<file path="config.mk">
export PLATFORM = sky130hd
export DESIGN_NAME = pbs_turn_ctrl
export DESIGN_NICKNAME = d
export VERILOG_FILES = /design/src/rtl/pbs_pkg.sv /design/src/rtl/pbs_edge_det.sv /design/src/rtl/pbs_turn_ctrl.sv
export SDC_FILE = /design/constraint.sdc
export NUM_CORES = 1
export LEC_CHECK = 0
export BUFFER_PORTS_ARGS = -buffer_cell sky130_fd_sc_hd__buf_4
export CAP_MARGIN = 5
export CORE_MARGIN = 2
export CORE_UTILIZATION = 49
export DETAILED_ROUTE_END_ITERATION = 7
export PLACE_DENSITY = 0.74
export SETUP_SLACK_MARGIN = 0.4
export SYNTH_ARGS = -nofsm -noshare
export SYNTH_HDL_FRONTEND = slang
export SYNTH_SLANG_ARGS = --single-unit
</file>
<file path="constraint.sdc">
create_clock -name clk -period 2.1 [get_ports clk]
set_input_delay 0.63 -clock clk [delete_from_list [all_inputs] [get_ports clk]]
set_output_delay 0.63 -clock clk [all_outputs]
set_load 0.005 [all_outputs]
</file>
<file path="src/rtl/pbs_pkg.sv">
// Shared types for the battle turn sequencer: state codes and attacker encodings.
// Latency: n/a (types and constants only).
// Backpressure: n/a.
package pbs_pkg;

    // Fixed codes: the display reads these straight off state_dbg.
    typedef enum logic [3:0] {
        IDLE      = 4'd0,
        LOAD      = 4'd1,
        WAIT_MOVE = 4'd2,
        P_ROLL    = 4'd3,
        P_APPLY   = 4'd4,
        P_CHECK   = 4'd5,
        P_HOLD    = 4'd6,
        AI_ROLL   = 4'd7,
        AI_APPLY  = 4'd8,
        AI_CHECK  = 4'd9,
        AI_HOLD   = 4'd10,
        WIN       = 4'd11,
        LOSE      = 4'd12
    } state_e;

    // Trainer select driven onto the datapath.
    localparam logic ACTR_PLAYER = 1'b0;
    localparam logic ACTR_AI     = 1'b1;

    // Width of the shared phase counter; holds SETTLE/HOLD lengths up to 255.
    localparam int PHASE_W = 8;

    // States in which the sequencer sits waiting on the user.
    function automatic logic is_quiet(input state_e s);
        return (s == IDLE) || (s == WAIT_MOVE) || (s == WIN) || (s == LOSE);
    endfunction

endpackage

</file>
<file path="src/rtl/pbs_edge_det.sv">
// One-bit rising-edge detector producing a single-cycle registered pulse.
// Latency: pulse is high the cycle after the first edge that samples d=1.
// Backpressure: none; a held level yields one pulse only.
// Ports: clk, rst (sync, active-low), d (level in), pulse (one-cycle out).
module pbs_edge_det (
    input  logic clk,
    input  logic rst,
    input  logic d,
    output logic pulse
);

    logic d_q;
    logic d_d;
    logic pulse_q;
    logic pulse_d;

    always_comb begin
        d_d     = d;
        pulse_d = d & ~d_q;
    end

    always_ff @(posedge clk) begin
        if (!rst) begin
            d_q     <= 1'b0;
            pulse_q <= 1'b0;
        end else begin
            d_q     <= d_d;
            pulse_q <= pulse_d;
        end
    end

    assign pulse = pulse_q;

endmodule

</file>
<file path="src/rtl/pbs_turn_ctrl.sv">
// Battle turn sequencer: orders player roll/attack/check and AI roll/attack/check.
// Latency: reacts one cycle after a go/start level rises; all outputs registered (Moore).
// Backpressure: none; events arriving outside the states that accept them are dropped.
// Ports: clk, rst (sync active-low); start/go user levels; p_move_in move select;
//        ai_dead/p_dead from datapath HP; actr/stop/app_*_dmg/load_ai_hp datapath
//        controls; p_move, turn_cnt, win, lose, busy, state_dbg status.
module pbs_turn_ctrl
    import pbs_pkg::*;
#(
    parameter int SETTLE_CYCLES = 8,
    parameter int HOLD_CYCLES   = 16,
    parameter int TURN_W        = 6
) (
    input  logic              clk,
    input  logic              rst,
    input  logic              start,
    input  logic              go,
    input  logic [1:0]        p_move_in,
    input  logic              ai_dead,
    input  logic              p_dead,
    output logic              actr,
    output logic              stop,
    output logic              app_ai_dmg,
    output logic              app_pl_dmg,
    output logic              load_ai_hp,
    output logic [1:0]        p_move,
    output logic [TURN_W-1:0] turn_cnt,
    output logic              win,
    output logic              lose,
    output logic              busy,
    output logic [3:0]        state_dbg
);

    localparam logic [PHASE_W-1:0] SETTLE_LAST = PHASE_W'(SETTLE_CYCLES - 1);
    localparam logic [PHASE_W-1:0] HOLD_LAST   = PHASE_W'(HOLD_CYCLES - 1);
    localparam logic [TURN_W-1:0]  TURN_MAX    = {TURN_W{1'b1}};

    logic press_go;
    logic press_start;

    pbs_edge_det u_go_det (
        .clk   (clk),
        .rst   (rst),
        .d     (go),
        .pulse (press_go)
    );

    pbs_edge_det u_start_det (
        .clk   (clk),
        .rst   (rst),
        .d     (start),
        .pulse (press_start)
    );

    state_e               state_q, state_d;
    logic [PHASE_W-1:0]   cnt_q, cnt_d;
    logic [TURN_W-1:0]    turn_q, turn_d;
    logic [1:0]           p_move_q, p_move_d;
    logic                 actr_q, actr_d;
    logic                 stop_q, stop_d;
    logic                 app_ai_q, app_ai_d;
    logic                 app_pl_q, app_pl_d;
    logic                 load_q, load_d;
    logic                 win_q, win_d;
    logic                 lose_q, lose_d;
    logic                 busy_q, busy_d;

    // Next state, phase counter, turn counter and move latch.
    always_comb begin
        state_d  = state_q;
        cnt_d    = cnt_q + 1'b1;
        turn_d   = turn_q;
        p_move_d = p_move_q;

        case (state_q)
            IDLE:      if (press_start) state_d = LOAD;
            LOAD:      state_d = WAIT_MOVE;
            WAIT_MOVE: begin
                if (press_go) begin
                    p_move_d = p_move_in;
                    state_d  = P_ROLL;
                end
            end
            P_ROLL:    if (cnt_q == SETTLE_LAST) state_d = P_APPLY;
            P_APPLY:   state_d = P_CHECK;
            // HP was updated by the strobe of the previous cycle, so the
            // dead flag is valid here; only the defender's flag matters.
            P_CHECK:   state_d = ai_dead ? WIN : P_HOLD;
            P_HOLD:    if (cnt_q == HOLD_LAST) state_d = AI_ROLL;
            AI_ROLL:   if (cnt_q == SETTLE_LAST) state_d = AI_APPLY;
            AI_APPLY:  state_d = AI_CHECK;
            AI_CHECK:  state_d = p_dead ? LOSE : AI_HOLD;
            AI_HOLD: begin
                if (cnt_q == HOLD_LAST) begin
                    state_d = WAIT_MOVE;
                    if (turn_q != TURN_MAX) begin
                        turn_d = turn_q + 1'b1;
                    end
                end
            end
            WIN, LOSE: if (press_start) state_d = LOAD;
            default:   state_d = IDLE;
        endcase

        // The phase counter restarts on every state entry.
        if (state_d != state_q) begin
            cnt_d = '0;
        end

        // New battle: turn count reads zero from the LOAD cycle onward.
        if (state_d == LOAD) begin
            turn_d = '0;
        end
    end

    // Moore outputs decoded from the next state so they change on state entry.
    always_comb begin
        actr_d   = ((state_d == AI_ROLL) || (state_d == AI_APPLY)) ? ACTR_AI : ACTR_PLAYER;
        stop_d   = !((state_d == P_ROLL) || (state_d == AI_ROLL));
        app_ai_d = (state_d == P_APPLY);
        app_pl_d = (state_d == AI_APPLY);
        load_d   = (state_d == LOAD);
        win_d    = (state_d == WIN);
        lose_d   = (state_d == LOSE);
        busy_d   = !is_quiet(state_d);
    end

    always_ff @(posedge clk) begin
        if (!rst) begin
            state_q  <= IDLE;
            cnt_q    <= '0;
            turn_q   <= '0;
            p_move_q <= 2'b00;
            actr_q   <= ACTR_PLAYER;
            stop_q   <= 1'b1;
            app_ai_q <= 1'b0;
            app_pl_q <= 1'b0;
            load_q   <= 1'b0;
            win_q    <= 1'b0;
            lose_q   <= 1'b0;
            busy_q   <= 1'b0;
        end else begin
            state_q  <= state_d;
            cnt_q    <= cnt_d;
            turn_q   <= turn_d;
            p_move_q <= p_move_d;
            actr_q   <= actr_d;
            stop_q   <= stop_d;
            app_ai_q <= app_ai_d;
            app_pl_q <= app_pl_d;
            load_q   <= load_d;
            win_q    <= win_d;
            lose_q   <= lose_d;
            busy_q   <= busy_d;
        end
    end

    assign actr       = actr_q;
    assign stop       = stop_q;
    assign app_ai_dmg = app_ai_q;
    assign app_pl_dmg = app_pl_q;
    assign load_ai_hp = load_q;
    assign p_move     = p_move_q;
    assign turn_cnt   = turn_q;
    assign win        = win_q;
    assign lose       = lose_q;
    assign busy       = busy_q;
    assign state_dbg  = state_q;

endmodule

</file>
==> results of run 1 <==
==> cell usage after synthesis (all sizes together) (2+ instances only) <==
cell type,instances
a21oi,2
a221oi,2
and2,4
and2b,3
and3,2
and3b,3
and4,2
buf,7
dfxtp,32
ha,2
inv,6
mux2i,4
nand2,7
nand2b,3
nand3,7
nand3b,4
nand4,6
nor2,26
nor2b,3
nor3,4
nor3b,2
nor4,2
o21ai,3
xnor2,4
xor2,7
==> per-layer routing <==
metal  share of wire  global-route usage  vias to the layer above  routed length, um
li1                -                   -                      696                  -
met1            0.41               0.267                      651               1550
met2            0.51               0.387                       41               1950
met3           0.048              0.0576                       10                184
met4           0.034               0.121                        0                128
met5               0                   0                        -                  0
==> worst min path at each step <==
stage                                     from                            to  slack (ps)  depth (start not counted)
finish              u_start_det.d_q$_SDFF_PN0_  u_start_det.pulse$_SDFF_PN0_         390                          1
global route        u_start_det.d_q$_SDFF_PN0_  u_start_det.pulse$_SDFF_PN0_         400                          1
CTS                    u_go_det.d_q$_SDFF_PN0_     u_go_det.pulse$_SDFF_PN0_         390                          1
detailed placement     u_go_det.d_q$_SDFF_PN0_     u_go_det.pulse$_SDFF_PN0_         380                          1
global placement    u_start_det.d_q$_SDFF_PN0_  u_start_det.pulse$_SDFF_PN0_         370                          1
floorplan              u_go_det.d_q$_SDFF_PN0_     u_go_det.pulse$_SDFF_PN0_         370                          1
==> power groups by stage <==
stage          combinational [mW]  clock [mW]  sequential (mW)
2_1_floorplan              0.0767           0            0.645
3_3_place_gp                0.106           0            0.647
3_5_place_dp                0.111           0            0.648
4_1_cts                     0.121       0.467            0.634
5_1_grt                     0.145       0.489            0.637
6_report                    0.134       0.459            0.635
==> layout make-up <==
class                      count  area (um2)
multi-input combinational    121         978
fill                         234         886
sequential                    32         647
timing repair buffer          52         413
tap                           44        55.1
clock buffer                   6        41.3
clock inverter                 2        35.0
inverter                       6        22.5
==> stage by stage <==
stage	setup TNS, ps	area [um2]	util
after floorplan	0	1640	-
after global placement	-329	1960	0.636
after detailed placement	-1130	1960	0.636
after CTS	0	2090	0.679
after global routing	-289	2190	0.712
final	0	2190	0.712
==> cell families after synthesis <==
logic type	after synthesis	share of synthesized area
flip-flops	32	0.403
adder cells (fa/ha/maj)	3	0.0220
AND/OR/NAND/NOR	85	0.324
buffers and inverters	14	0.0622
multiplexers	4	0.0252
XOR/XNOR	11	0.0606
AO/OA/AOI/OAI	18	0.103
==> state kept, by name, indices dropped and copies added, names as in the netlist <==
register           cells
cnt_q                  8
app_pl_dmg             1
busy                   1
u_start_det.d_q        1
p_move                 2
u_go_det.pulse         1
u_start_det.pulse      1
turn_cnt               6
win                    1
u_go_det.d_q           1
app_ai_dmg             1
stop                   1
lose                   1
load_ai_hp             1
state_dbg              4
actr                   1
==> what timing repair did <==
action | in CTS | in global routing
buffers inserted | 3 | 3
setup endpoints to repair | 25 | 25
hold buffers | 0 | 0
gates resized for setup | 10 | 18
pin swaps | 5 | 5
==> impl_summary.txt, run 1 <==
----------------------------------------------------
[Yosys]
  Synth warnings ... 0
  Synthesized flop and latch total ... 32
  Unique cell type count in the Yosys netlist ... 54
  Leading cell types by total area after synthesis ... sky130_fd_sc_hd__dfxtp_1 (40%), sky130_fd_sc_hd__nor2_1 (4.0%), sky130_fd_sc_hd__xor2_1 (3.9%), sky130_fd_sc_hd__nor2_2 (3.1%), sky130_fd_sc_hd__buf_6 (2.8%)
  Mapped Cells ... approximately 170
  Leading register cell type out of synthesis ... sky130_fd_sc_hd__dfxtp_1
  Mean cell area of the mapped netlist ... 9.52 um2
  Area fraction of the dominant cell type after synthesis ... 0.403
  Fraction of the yosys area taken by sequential cells ... 0.403
  Async S/R FF share, synth ... 0
  Net count after synthesis ... about 180
  Count of flip-flops with a built-in enable after synthesis ... 0
  Synth Cell Area ... between 0.0015 and 0.002 mm2
  Cell type contributing the most total cell area after synthesis ... sky130_fd_sc_hd__dfxtp_1

[Clocking]
  Total number of H-tree levels ... 2
  Clock Sinks ... 32
  Clk_lat worst skew ... about 340 ps
  Number of buffers created by CTS ... 5
  TritonCTS clock tree ... done
  Clock-pin slew reported for the worst setup and hold paths after clock tree synthesis ... 100 ps
  Buffers from clock root to sink, at most ... 2
  Root buf cell ... sky130_fd_sc_hd__clkbuf_4

[Global routing]
  Total gr overflow ... 0
  Number of global-route vias before repair ... 1342
  Initial antenna violation count ... 0
  Global-route wire length before repair ... 6070 um
  Pin count of the biggest net entering global routing ... 11
  Tot GR Track Use ... 0.229

[Drt]
  Total length of routed wires ... 3810 um
  WL/cell ... approximately 14 um
  Total vias in the final route ... around 1400
  Ratio of routed vias to standard cells ... 5.32
  Detailed-router iteration count before antenna repair ... 4
  Final antenna-violating net count ... 0
  Starting DRC count in detailed routing ... just over 50
  Detailed-route DRC error count ... 0

[Power]
  Switching share of power ... 0.236
  Total power consumption of the routed design ... around 1.2 mW
  Internal Power ... between 0.9 and 1 mW
  Total net switching power ... a little under 0.3 mW
  Portion of total power attributed to the clock network ... 0.374
  P per Cell Area ... ~560 mW/mm2
  Maximum vdd ir drop ... 0.516 mV
  Leakage Power ... ~0.91 nW
  Share of total power in sequential cells ... 0.517
  Fraction of power consumed by combinational cells ... 0.109

[Die]
  Cell row count ... 20
  Floorplan die area ... between 0.003 and 0.004 mm2
  Height of the die ... 60.9 um
  Top-Level Pins ... 28
  Floorplan Core Area ... 0.00308 mm2
  Width of the chip ... 60.9 um
  Effective utilization at floorplan ... 0.516

[Critical path]
  Worst flop-to-flop path startpoint ... cnt_q[5]$_SDFF_PP0_
  Worst setup EP type ... flop
  Reg2reg end ... cnt_q[2]$_SDFF_PP0_
  Slowest cell on crit path ... sky130_fd_sc_hd__or4_4
  Cell depth of the worst flop-to-flop path ... 7
  Cell-by-cell trace of the critical path ... or4_4 -> o2111ai_4 -> nand2b_1 -> a211oi_2 -> or3_1 -> buf_6 -> nor2_2
  Longest individual stage delay on the worst path ... 600 ps
  Internal reg-to-reg setup slack ... 30 ps
  Arrival time at the worst endpoint ... 2300 ps
  Maximum fanout along the worst path ... 8
  Type of origin of the critical path ... flop
  End of the critical path ... cnt_q[2]$_SDFF_PP0_
  Stages on worst setup path ... 7
  Setup crit start ... cnt_q[5]$_SDFF_PP0_
  Total buffers and inverters traversed by the critical path ... 1
  Required time at the endpoint of the critical path ... 2340 ps
  Type of the worst setup path ... flop to flop
  Top cell family by delay on the critical path ... simple AND/OR/NAND/NOR gates

[Timing]
  Period utilization ... 0.983
  Period minus WS final ... 2070 ps
  Setup skew after layout ... 5.99 ps
  Smallest setup slack after layout ... around 35 ps
  Final hold vios ... 0
  Final setup viols ... 0
  Final hold slack ... 391 ps
  Final Slew Violations ... 0
  Max Clock Freq ... 484 MHz
  Headroom to the max-slew limit ... 0.752
  Unrepaired setup endpoints after global routing ... yes
  Slew @ Worst Pin ... 368 ps

[Run]
  Max-cap violation count ... 0

[Final layout]
  Ratio of cells with drive above 1 in the final layout ... 0.447
  Most frequent cells in the layout ... sky130_fd_sc_hd__buf_4 (46), sky130_fd_sc_hd__dfxtp_1 (29), sky130_fd_sc_hd__nor2_1 (15), sky130_fd_sc_hd__xor2_1 (7), sky130_fd_sc_hd__nor2_2 (7)
  Number of standard cells in the final layout excluding fillers ... 263
  Most common cell after layout, fill and taps aside ... sky130_fd_sc_hd__buf_4
  Post-layout nets ... 228
  Area growth from synthesis to final layout ... 38.0%
  Antenna Diode Count ... 0

[Outcome]
  Status ... complete, no violations

[Placed design]
  Number of buffers added on ports ... 27
  Number of placed cells counting well taps ... 249
  Placer Congestion ... 0.860
  Post-placement worst setup slack ... -97.3 ps
  Hpwl dp ... around 2800 um

[Min path]
  Hold/Removal Path Class ... flop to flop

----------------------------------------------------
(Power assumes the default switching activity.)
==> inputs of run 2 (changes only) <==
--- a/config.mk
+++ b/config.mk
@@ -5,12 +5,13 @@
 export SDC_FILE = /design/constraint.sdc
 export NUM_CORES = 1
 export LEC_CHECK = 0
+export ABC_AREA = 1
 export BUFFER_PORTS_ARGS = -buffer_cell sky130_fd_sc_hd__buf_4
 export CAP_MARGIN = 5
 export CORE_MARGIN = 2
-export CORE_UTILIZATION = 49
+export CORE_UTILIZATION = 50
 export DETAILED_ROUTE_END_ITERATION = 7
-export PLACE_DENSITY = 0.74
+export PLACE_DENSITY = 0.75
 export SETUP_SLACK_MARGIN = 0.4
 export SYNTH_ARGS = -nofsm -noshare
 export SYNTH_HDL_FRONTEND = slang
==> run 2 against run 1 <==
Die area rose by 3.6%. Cell count increased by 15%. Non-clock buffer count decreased by 23. Critical endpoint is now turn_cnt[5]$_SDFFE_PP0P_. Worst hold slack improved by 3.4 ps. Highest routed layer unchanged. Largest cell class unchanged. Routed wire length down 8.0%.
==> impl_summary.txt, run 2 <==
----------------------------------------------------
[Placed design]
  Post-placement worst setup slack ... 244 ps (was -97.3 ps)
  Number of placed cells counting well taps ... 293 (was 249)
  Number of buffers added on ports ... 27 (unchanged)
  Hpwl dp ... 2560 um (was 2760 um)
  Placer Congestion ... 0.934 (was 0.860)

[Critical path]
  Arrival time at the worst endpoint ... 1940 ps (was 2300 ps)
  Total buffers and inverters traversed by the critical path ... 0 (was 1)
  Worst flop-to-flop path startpoint ... cnt_q[0]$_SDFF_PP0_ (was cnt_q[5]$_SDFF_PP0_)
  Type of the worst setup path ... flop to flop (unchanged)
  Worst setup EP type ... flop (unchanged)
  Reg2reg end ... turn_cnt[5]$_SDFFE_PP0P_ (was cnt_q[2]$_SDFF_PP0_)
  Cell depth of the worst flop-to-flop path ... 12 (was 7)
  Longest individual stage delay on the worst path ... 370 ps (was 600 ps)
  Top cell family by delay on the critical path ... simple AND/OR/NAND/NOR gates (unchanged)
  Stages on worst setup path ... 12 (was 7)
  Required time at the endpoint of the critical path ... 2340 ps (about the same)
  Maximum fanout along the worst path ... 6 (was 8)
  Type of origin of the critical path ... flop (unchanged)
  Cell-by-cell trace of the critical path ... ha_4 -> nand2_2 -> nor2_2 -> nand3_2 -> nand2_2 -> nand2_4 -> nor2_2 -> nand2_2 -> nor2_2 -> nand2_2 -> nand2_4 -> nor2_2 (was or4_4 -> o2111ai_4 -> nand2b_1 -> a211oi_2 -> or3_1 -> buf_6 -> nor2_2)
  Internal reg-to-reg setup slack ... 400 ps (was 30 ps)
  Slowest cell on crit path ... sky130_fd_sc_hd__dfxtp_4 (was sky130_fd_sc_hd__or4_4)

[Die]
  Effective utilization at floorplan ... 0.513 (was 0.516)
  Floorplan die area ... 0.00385 mm2 (was 0.00371 mm2)
  Width of the chip ... 62.0 um (was 60.9 um)
  Floorplan Core Area ... 0.00328 mm2 (was 0.00308 mm2)
  Top-Level Pins ... 28 (unchanged)
  Height of the die ... 62.0 um (was 60.9 um)
  Cell row count ... 21 (was 20)

[Final layout]
  Most common cell after layout, fill and taps aside ... sky130_fd_sc_hd__nand2_1 (was sky130_fd_sc_hd__buf_4)
  Register with the highest flop count ... cnt_q (unchanged)
  Ratio of cells with drive above 1 in the final layout ... 0.416 (was 0.447)
  Area growth from synthesis to final layout ... 25.8% (was 38.0%)
  Post-layout nets ... 266 (was 228)
  Number of standard cells in the final layout excluding fillers ... 303 (was 263)
  Most frequent cells in the layout ... sky130_fd_sc_hd__nand2_1 (34), sky130_fd_sc_hd__buf_4 (29), sky130_fd_sc_hd__nor2_1 (27), sky130_fd_sc_hd__dfxtp_1 (26), sky130_fd_sc_hd__inv_1 (25) (was sky130_fd_sc_hd__buf_4 (46), sky130_fd_sc_hd__dfxtp_1 (29), sky130_fd_sc_hd__nor2_1 (15), sky130_fd_sc_hd__xor2_1 (7), sky130_fd_sc_hd__nor2_2 (7))
  Max FFs per register ... 8 (unchanged)
  Antenna Diode Count ... 0 (unchanged)

[Clocking]
  Root buf cell ... sky130_fd_sc_hd__clkbuf_4 (unchanged)
  Clock-pin slew reported for the worst setup and hold paths after clock tree synthesis ... 100 ps (about the same)
  Number of buffers created by CTS ... 5 (unchanged)
  TritonCTS clock tree ... done (unchanged)
  Clock Sinks ... 32 (unchanged)
  Buffers from clock root to sink, at most ... 2 (unchanged)
  Clk_lat worst skew ... 340 ps (about the same)
  Total number of H-tree levels ... 2 (unchanged)

[Yosys]
  Area fraction of the dominant cell type after synthesis ... 0.380 (was 0.403)
  Mapped Cells ... 221 (was 167)
  Count of flip-flops with a built-in enable after synthesis ... 0 (unchanged)
  Async S/R FF share, synth ... 0 (unchanged)
  Leading register cell type out of synthesis ... sky130_fd_sc_hd__dfxtp_1 (unchanged)
  Library cell with the highest instance count after synthesis ... sky130_fd_sc_hd__nand2_1 (was sky130_fd_sc_hd__dfxtp_1)
  Ranking of synthesized cells by instance count ... sky130_fd_sc_hd__nand2_1 (38), sky130_fd_sc_hd__dfxtp_1 (32), sky130_fd_sc_hd__nor2_1 (32) (was sky130_fd_sc_hd__dfxtp_1 (32), sky130_fd_sc_hd__nor2_1 (17), sky130_fd_sc_hd__nor2_2 (8))
  Synth Cell Area ... 0.00168 mm2 (was 0.00159 mm2)
  Cell type contributing the most total cell area after synthesis ... sky130_fd_sc_hd__dfxtp_1 (unchanged)
  Mean cell area of the mapped netlist ... 7.62 um2 (was 9.52 um2)
  Net count after synthesis ... 231 (was 177)
  Unique cell type count in the Yosys netlist ... 25 (was 54)
  Synth warnings ... 0 (unchanged)
  Leading cell types by total area after synthesis ... sky130_fd_sc_hd__dfxtp_1 (38%), sky130_fd_sc_hd__nand2_1 (8.5%), sky130_fd_sc_hd__nor2_1 (7.1%), sky130_fd_sc_hd__nor2_2 (5.9%), sky130_fd_sc_hd__inv_1 (5.6%) (was sky130_fd_sc_hd__dfxtp_1 (40%), sky130_fd_sc_hd__nor2_1 (4.0%), sky130_fd_sc_hd__xor2_1 (3.9%), sky130_fd_sc_hd__nor2_2 (3.1%), sky130_fd_sc_hd__buf_6 (2.8%))
  Synthesized flop and latch total ... 32 (unchanged)
  Fraction of the yosys area taken by sequential cells ... 0.380 (was 0.403)

[Drt]
  Total vias in the final route ... 1485 (was 1398)
  Final antenna-violating net count ... 0 (unchanged)
  Ratio of routed vias to standard cells ... 4.90 (was 5.32)
  Detailed-router iteration count before antenna repair ... 4 (unchanged)
  WL/cell ... 11.6 um (was 14.5 um)
  Starting DRC count in detailed routing ... 70 (was 51)
  Total length of routed wires ... 3500 um (was 3810 um)
  Detailed-route DRC error count ... 0 (unchanged)

[Global routing]
  Met1 usage in global routing ... 0.259 (was 0.267)
  Most used routing layer in global routing ... met2 (unchanged)
  Met3 demand-to-capacity share in global routing ... 0.0642 (was 0.0576)
  Total gr overflow ... 0 (unchanged)
  Global routing met2 resource utilization ... 0.313 (was 0.387)
  Number of global-route vias before repair ... 1269 (was 1342)
  Global-route wire length before repair ... 5640 um (was 6070 um)
  Pin count of the biggest net entering global routing ... 12 (was 11)
  Initial antenna violation count ... 0 (unchanged)
  Tot GR Track Use ... 0.203 (was 0.229)

[Power]
  P per Cell Area ... 853 mW/mm2 (was 560 mW/mm2)
  Leakage Power ... 0.969 nW (was 0.909 nW)
  Maximum vdd ir drop ... 0.477 mV (was 0.516 mV)
  Total power consumption of the routed design ... 1.81 mW (was 1.23 mW)

[Timing]
  Period minus WS final ... 1700 ps (was 2070 ps)
  Period utilization ... 0.811 (was 0.983)
  Setup skew after layout ... 9.13 ps (was 5.99 ps)
  Unrepaired setup endpoints after global routing ... yes (unchanged)
  Slew @ Worst Pin ... 330 ps (was 368 ps)
  Final hold slack ... 394 ps (was 391 ps)
  Max Clock Freq ... 587 MHz (was 484 MHz)
  Final Slew Violations ... 0 (unchanged)
  Setup TNS ... 0 ps (unchanged)
  Final hold vios ... 0 (unchanged)
  Smallest setup slack after layout ... 397 ps (was 34.7 ps)
  Final setup viols ... 0 (unchanged)
  Headroom to the max-slew limit ... 0.778 (was 0.752)

[Min path]
  Min-Delay Path Depth ... 1 (unchanged)
  Hold path endpoint ... u_go_det.pulse$_SDFF_PN0_ (was u_start_det.pulse$_SDFF_PN0_)
  Startpoint of the tightest hold check path ... u_go_det.d_q$_SDFF_PN0_ (was u_start_det.d_q$_SDFF_PN0_)
  Hold/Removal Path Class ... flop to flop (unchanged)

[Run]
  Max-cap violation count ... 0 (unchanged)

[Outcome]
  Status ... complete, no violations (unchanged)

----------------------------------------------------
-- run 2: changes by cell type after synthesis, moves of 7 or more --
cell / change
sky130_fd_sc_hd__nand2_1: +31
sky130_fd_sc_hd__nor2_1: +15
sky130_fd_sc_hd__inv_1: +19
sky130_fd_sc_hd__nand3_1: +7
sky130_fd_sc_hd__nand2_2: +8
sky130_fd_sc_hd__nor2_2: +8
sky130_fd_sc_hd__nor3_2: +9
-- run 2: layout make-up --
type                       count  area [um2]
multi-input combinational    158        1000
tap                           46        57.6
clock inverter                 3        42.5
fill                         295        1170
inverter                      30         113
clock buffer                   5        37.5
timing repair buffer          29         218
sequential                    32         651
-- run 2: cell families (layout without fill, tap and decap cells) --
group / count (synthesis) / after routing / synth area share
compound gates: 10 / 10 / 0.0334
xor+xnor: 11 / 11 / 0.0572
fa+ha+maj: 2 / 2 / 0.0149
buf+inv: 31 / 67 / 0.0698
flops: 32 / 32 / 0.380
mux: 2 / 2 / 0.0134
simple gates: 133 / 133 / 0.431
-- run 2: power by group --
group,internal (mW),switching [mW]
Combinational,0.219,0.374
Sequential,0.681,0.0657
Clock,0.248,0.219
Total,1.15,0.658
-- run 2: what timing repair did --
action                                  4_1_cts  5_1_grt
hold buffers                                  0        0
gates resized for setup                      10       16
pin swaps                                     3        9
setup buffers                                 2        0
endpoints found under the setup margin       19       20
-- run 2: worst max path at each step --
stage	start	to	slack [ps]
floorplan	cnt_q[0]$_SDFF_PP0_	turn_cnt[0]$_SDFFE_PP0P_	480
global placement	cnt_q[0]$_SDFF_PP0_	turn_cnt[0]$_SDFFE_PP0P_	270
detailed placement	cnt_q[0]$_SDFF_PP0_	turn_cnt[0]$_SDFFE_PP0P_	240
CTS	cnt_q[0]$_SDFF_PP0_	turn_cnt[5]$_SDFFE_PP0P_	400
global route	cnt_q[0]$_SDFF_PP0_	cnt_q[5]$_SDFF_PP0_	270
finish	cnt_q[0]$_SDFF_PP0_	turn_cnt[5]$_SDFFE_PP0P_	400
-- run 2: layer usage --
| metal | vias to the layer above | share of wire | wire (um) |
|---|---|---|---|
| met2 | 64 | 0.45 | 1590 |
| met1 | 648 | 0.44 | 1560 |
| li1 | 757 | - | - |
| met3 | 16 | 0.067 | 234 |
| met5 | - | 0 | 0 |
| met4 | 0 | 0.035 | 121 |
-- run 2: stage by stage --
| stage | cell area, um2 | util |
|---|---|---|
| 2_1_floorplan | 1680 | - |
| 3_3_place_gp | 1940 | 0.590 |
| 3_5_place_dp | 1940 | 0.590 |
| 4_1_cts | 2070 | 0.629 |
| 5_1_grt | 2120 | 0.645 |
| 6_report | 2120 | 0.645 |
==> inputs of run 3 (changes only) <==
--- a/config.mk
+++ b/config.mk
@@ -5,13 +5,13 @@
 export SDC_FILE = /design/constraint.sdc
 export NUM_CORES = 1
 export LEC_CHECK = 0
-export ABC_AREA = 1
+export ABC_AREA = 0
 export BUFFER_PORTS_ARGS = -buffer_cell sky130_fd_sc_hd__buf_4
 export CAP_MARGIN = 5
 export CORE_MARGIN = 2
-export CORE_UTILIZATION = 50
+export CORE_UTILIZATION = 54
 export DETAILED_ROUTE_END_ITERATION = 7
-export PLACE_DENSITY = 0.75
+export PLACE_DENSITY = 0.77
 export SETUP_SLACK_MARGIN = 0.4
 export SYNTH_ARGS = -nofsm -noshare
 export SYNTH_HDL_FRONTEND = slang
==> constraint.sdc (replaced) <==
create_clock -name clk -period 1.7 [get_ports clk]
set_input_delay 0.51 -clock clk [delete_from_list [all_inputs] [get_ports clk]]
set_output_delay 0.51 -clock clk [all_outputs]
set_load 0.005 [all_outputs]
==> run 3 against run 2 <==
The run now ends with negative setup slack left. Routed wire length rose by 74%. Clock-buffer cell count did not move. Utilization rose by 24 points. Register-to-register slack got worse by 890 ps. Fmax fell by 22%. Die area fell by 12%. Via count rose by 20%. Global-route usage rose by 9.0 points. Non-clock buffer count rose by 51. Clock skew fell by 1.0 ps. Sequential power rose by 4.3%. Critical endpoint is now turn_cnt[0]$_SDFFE_PP0P_.
==> impl_summary.txt, run 3 (synthesized netlist as in run 1, its figures left out) <==
----------------------------------------------------
[Min path]
  Hold/Removal Path Class ... flop to flop (unchanged)

[Critical path]
  Type of origin of the critical path ... flop (unchanged)
  Maximum fanout along the worst path ... 6 (unchanged)
  Worst flop-to-flop path startpoint ... cnt_q[5]$_SDFF_PP0_ (was cnt_q[0]$_SDFF_PP0_)
  Longest individual stage delay on the worst path ... 600 ps (was 370 ps)
  Stages on worst setup path ... 6 (was 12)
  Slowest cell on crit path ... sky130_fd_sc_hd__or4_4 (was sky130_fd_sc_hd__dfxtp_4)
  Cell-by-cell trace of the critical path ... or4_4 -> o21ai_0 -> nand4_1 -> or2_4 -> o31ai_4 -> nor2_1 (was ha_4 -> nand2_2 -> nor2_2 -> nand3_2 -> nand2_2 -> nand2_4 -> nor2_2 -> nand2_2 -> nor2_2 -> nand2_2 -> nand2_4 -> nor2_2)
  End of the critical path ... turn_cnt[0]$_SDFFE_PP0P_ (was turn_cnt[5]$_SDFFE_PP0P_)
  Total buffers and inverters traversed by the critical path ... 0 (unchanged)
  Type of the worst setup path ... flop to flop (unchanged)
  Reg2reg end ... turn_cnt[0]$_SDFFE_PP0P_ (was turn_cnt[5]$_SDFFE_PP0P_)
  Cell depth of the worst flop-to-flop path ... 6 (was 12)
  Top cell family by delay on the critical path ... simple AND/OR/NAND/NOR gates (unchanged)
  Internal reg-to-reg setup slack ... -490 ps (was 400 ps)
  Worst setup EP type ... flop (unchanged)
  Arrival time at the worst endpoint ... 2420 ps (was 1940 ps)
  Required time at the endpoint of the critical path ... 1920 ps (was 2340 ps)
  Setup crit start ... cnt_q[5]$_SDFF_PP0_ (was cnt_q[0]$_SDFF_PP0_)

[Timing]
  Unrepaired setup endpoints after global routing ... yes (unchanged)
  Setup skew after layout ... 8.11 ps (was 9.13 ps)
  Smallest setup slack after layout ... -492 ps (was 397 ps)
  Max Clock Freq ... 456 MHz (was 587 MHz)
  Period utilization ... 1.29 (was 0.811)
  Final hold vios ... 0 (unchanged)
  Slew @ Worst Pin ... 409 ps (was 330 ps)
  Headroom to the max-slew limit ... 0.725 (was 0.778)
  Final hold slack ... 392 ps (was 394 ps)
  Final setup viols ... 24 (was 0)
  Final Slew Violations ... 0 (unchanged)
  Period minus WS final ... 2190 ps (was 1700 ps)

[Clocking]
  Root buf cell ... sky130_fd_sc_hd__clkbuf_4 (unchanged)
  CTS Hold Buffers Added ... 0 (unchanged)
  Buffers from clock root to sink, at most ... 2 (unchanged)
  Total number of H-tree levels ... 2 (unchanged)
  Clock Sinks ... 32 (unchanged)
  Clock-pin slew reported for the worst setup and hold paths after clock tree synthesis ... 90 ps (was 100 ps)
  TritonCTS clock tree ... done (unchanged)
  Number of buffers created by CTS ... 5 (unchanged)
  Clk_lat worst skew ... 340 ps (about the same)

[Global routing]
  Global-route wire length before repair ... 7160 um (was 5640 um)
  Pin count of the biggest net entering global routing ... 11 (was 12)
  Initial antenna violation count ... 0 (unchanged)
  Total gr overflow ... 0 (unchanged)
  Tot GR Track Use ... 0.294 (was 0.203)
  Number of global-route vias before repair ... 1592 (was 1269)

[Die]
  Floorplan Core Area ... 0.00278 mm2 (was 0.00328 mm2)
  Width of the chip ... 58.2 um (was 62.0 um)
  Height of the die ... 58.2 um (was 62.0 um)
  Cell row count ... 19 (was 21)
  Floorplan die area ... 0.00339 mm2 (was 0.00385 mm2)
  Top-Level Pins ... 28 (unchanged)
  Effective utilization at floorplan ... 0.571 (was 0.513)

[Drt]
  Detailed-route DRC error count ... 0 (unchanged)
  Detailed-router iteration count before antenna repair ... 8 (was 4)
  Starting DRC count in detailed routing ... 135 (was 70)
  Final antenna-violating net count ... 0 (unchanged)
  Ratio of routed vias to standard cells ... 6.47 (was 4.90)
  Total length of routed wires ... 6090 um (was 3500 um)
  Total vias in the final route ... 1780 (was 1485)
  WL/cell ... 22.2 um (was 11.6 um)

[Placed design]
  Number of buffers added on ports ... 27 (unchanged)
  Placer Congestion ... 0.991 (was 0.934)
  Placed standard-cell area ... 0.00210 mm2 (was 0.00194 mm2)
  Number of placed cells counting well taps ... 258 (was 293)
  Hpwl dp ... 2950 um (was 2560 um)

[Final layout]
  Area growth from synthesis to final layout ... 54.6% (was 25.8%)
  Antenna Diode Count ... 0 (unchanged)
  Number of standard cells in the final layout excluding fillers ... 275 (was 303)
  Post-route cell area ... 0.00246 mm2 (was 0.00212 mm2)
  Post-layout nets ... 256 (was 266)
  Most frequent cells in the layout ... sky130_fd_sc_hd__buf_4 (49), sky130_fd_sc_hd__buf_6 (30), sky130_fd_sc_hd__dfxtp_1 (16), sky130_fd_sc_hd__nor2_1 (13), sky130_fd_sc_hd__dfxtp_2 (13) (was sky130_fd_sc_hd__nand2_1 (34), sky130_fd_sc_hd__buf_4 (29), sky130_fd_sc_hd__nor2_1 (27), sky130_fd_sc_hd__dfxtp_1 (26), sky130_fd_sc_hd__inv_1 (25))
  Max FFs per register ... 8 (unchanged)
  Ratio of cells with drive above 1 in the final layout ... 0.574 (was 0.416)
  Fraction of the core area covered by cells at the end of the flow ... 0.883 (was 0.645)
  Most common cell after layout, fill and taps aside ... sky130_fd_sc_hd__buf_4 (was sky130_fd_sc_hd__nand2_1)
  Register with the highest flop count ... cnt_q (unchanged)

[Power]
  Switching share of power ... 0.271 (was 0.364)
  P per Cell Area ... 570 mW/mm2 (was 853 mW/mm2)
  Total net switching power ... 0.379 mW (was 0.658 mW)
  Portion of total power attributed to the clock network ... 0.271 (was 0.258)
  Maximum vdd ir drop ... 0.870 mV (was 0.477 mV)
  Share of total power in sequential cells ... 0.556 (was 0.413)
  Internal Power ... 1.02 mW (was 1.15 mW)
  Leakage Power ... 1.06 nW (was 0.969 nW)
  Fraction of power consumed by combinational cells ... 0.173 (was 0.328)

[Run]
  Max-cap violation count ... 0 (unchanged)

[Outcome]
  Violations in the final reports ... negative setup slack
  Status ... complete, but fails checks (was complete, no violations)

----------------------------------------------------
run 3: cell types whose count changed in the layout (fill, tap and decap cells not counted), sizes merged, moves of 8 or more:
cell   previous run  this run
buf              29        80
inv              30         6
nand2            51         7
nand3            19         7
nor2             49        26
nor3             12         4
run 3: through the flow:
step           power, mW  worst slack [ps]  setup TNS, ps
2_1_floorplan      0.889              -326          -4530
3_3_place_gp       0.948              -406          -7470
3_5_place_dp       0.956              -482          -8900
4_1_cts             1.33              -363          -6820
5_1_grt             1.42              -620         -11410
6_report            1.40              -492          -9600
run 3: per-layer routing:
| layer | vias up | part of all wire | GRT usage |
|---|---|---|---|
| li1 | 743 | - | - |
| met1 | 802 | 0.34 | 0.295 |
| met2 | 170 | 0.48 | 0.531 |
| met3 | 65 | 0.097 | 0.0737 |
| met4 | 0 | 0.084 | 0.193 |
| met5 | - | 0 | 0 |
run 3: area by class of cell:
class,instances,area (um2)
inverters,6,22.5
well taps,31,38.8
multi-input cells,121,965
fillers,117,324
flip-flops and latches,32,668
repair buffers,80,726
clock buffers,5,37.5
run 3: power groups by stage:
stage	sequential, mW	clock (mW)	combinational (mW)
4_1_cts	0.775	0.367	0.188
3_3_place_gp	0.795	0	0.154
5_1_grt	0.780	0.395	0.250
6_report	0.779	0.379	0.242
2_1_floorplan	0.796	0	0.0934
3_5_place_dp	0.796	0	0.160
run 3: worst min path at each step:
stage                     slack (ps)  cells after the start                            to                  startpoint
after floorplan                  370                      1     u_go_det.pulse$_SDFF_PN0_     u_go_det.d_q$_SDFF_PN0_
after global placement           370                      1     u_go_det.pulse$_SDFF_PN0_     u_go_det.d_q$_SDFF_PN0_
after detailed placement         380                      1  u_start_det.pulse$_SDFF_PN0_  u_start_det.d_q$_SDFF_PN0_
after CTS                        390                      1  u_start_det.pulse$_SDFF_PN0_  u_start_det.d_q$_SDFF_PN0_
after global routing             400                      1  u_start_det.pulse$_SDFF_PN0_  u_start_det.d_q$_SDFF_PN0_
final                            390                      1  u_start_det.pulse$_SDFF_PN0_  u_start_det.d_q$_SDFF_PN0_
run 3: worst reg2reg max path, stage by stage, from the launching register on:
cell	delay, ps
sky130_fd_sc_hd__dfxtp_2	330
sky130_fd_sc_hd__or4_4	600
sky130_fd_sc_hd__o21ai_0	270
sky130_fd_sc_hd__nand4_1	180
sky130_fd_sc_hd__or2_4	310
sky130_fd_sc_hd__o31ai_4	290
sky130_fd_sc_hd__nor2_1	90
run 3: what timing repair did:
item,4_1_cts,5_1_grt
pin swaps,12,5
endpoints found under the setup margin,37,44
resized for setup,33,35
setup buffers,6,6
endpoints found under the hold margin,0,0
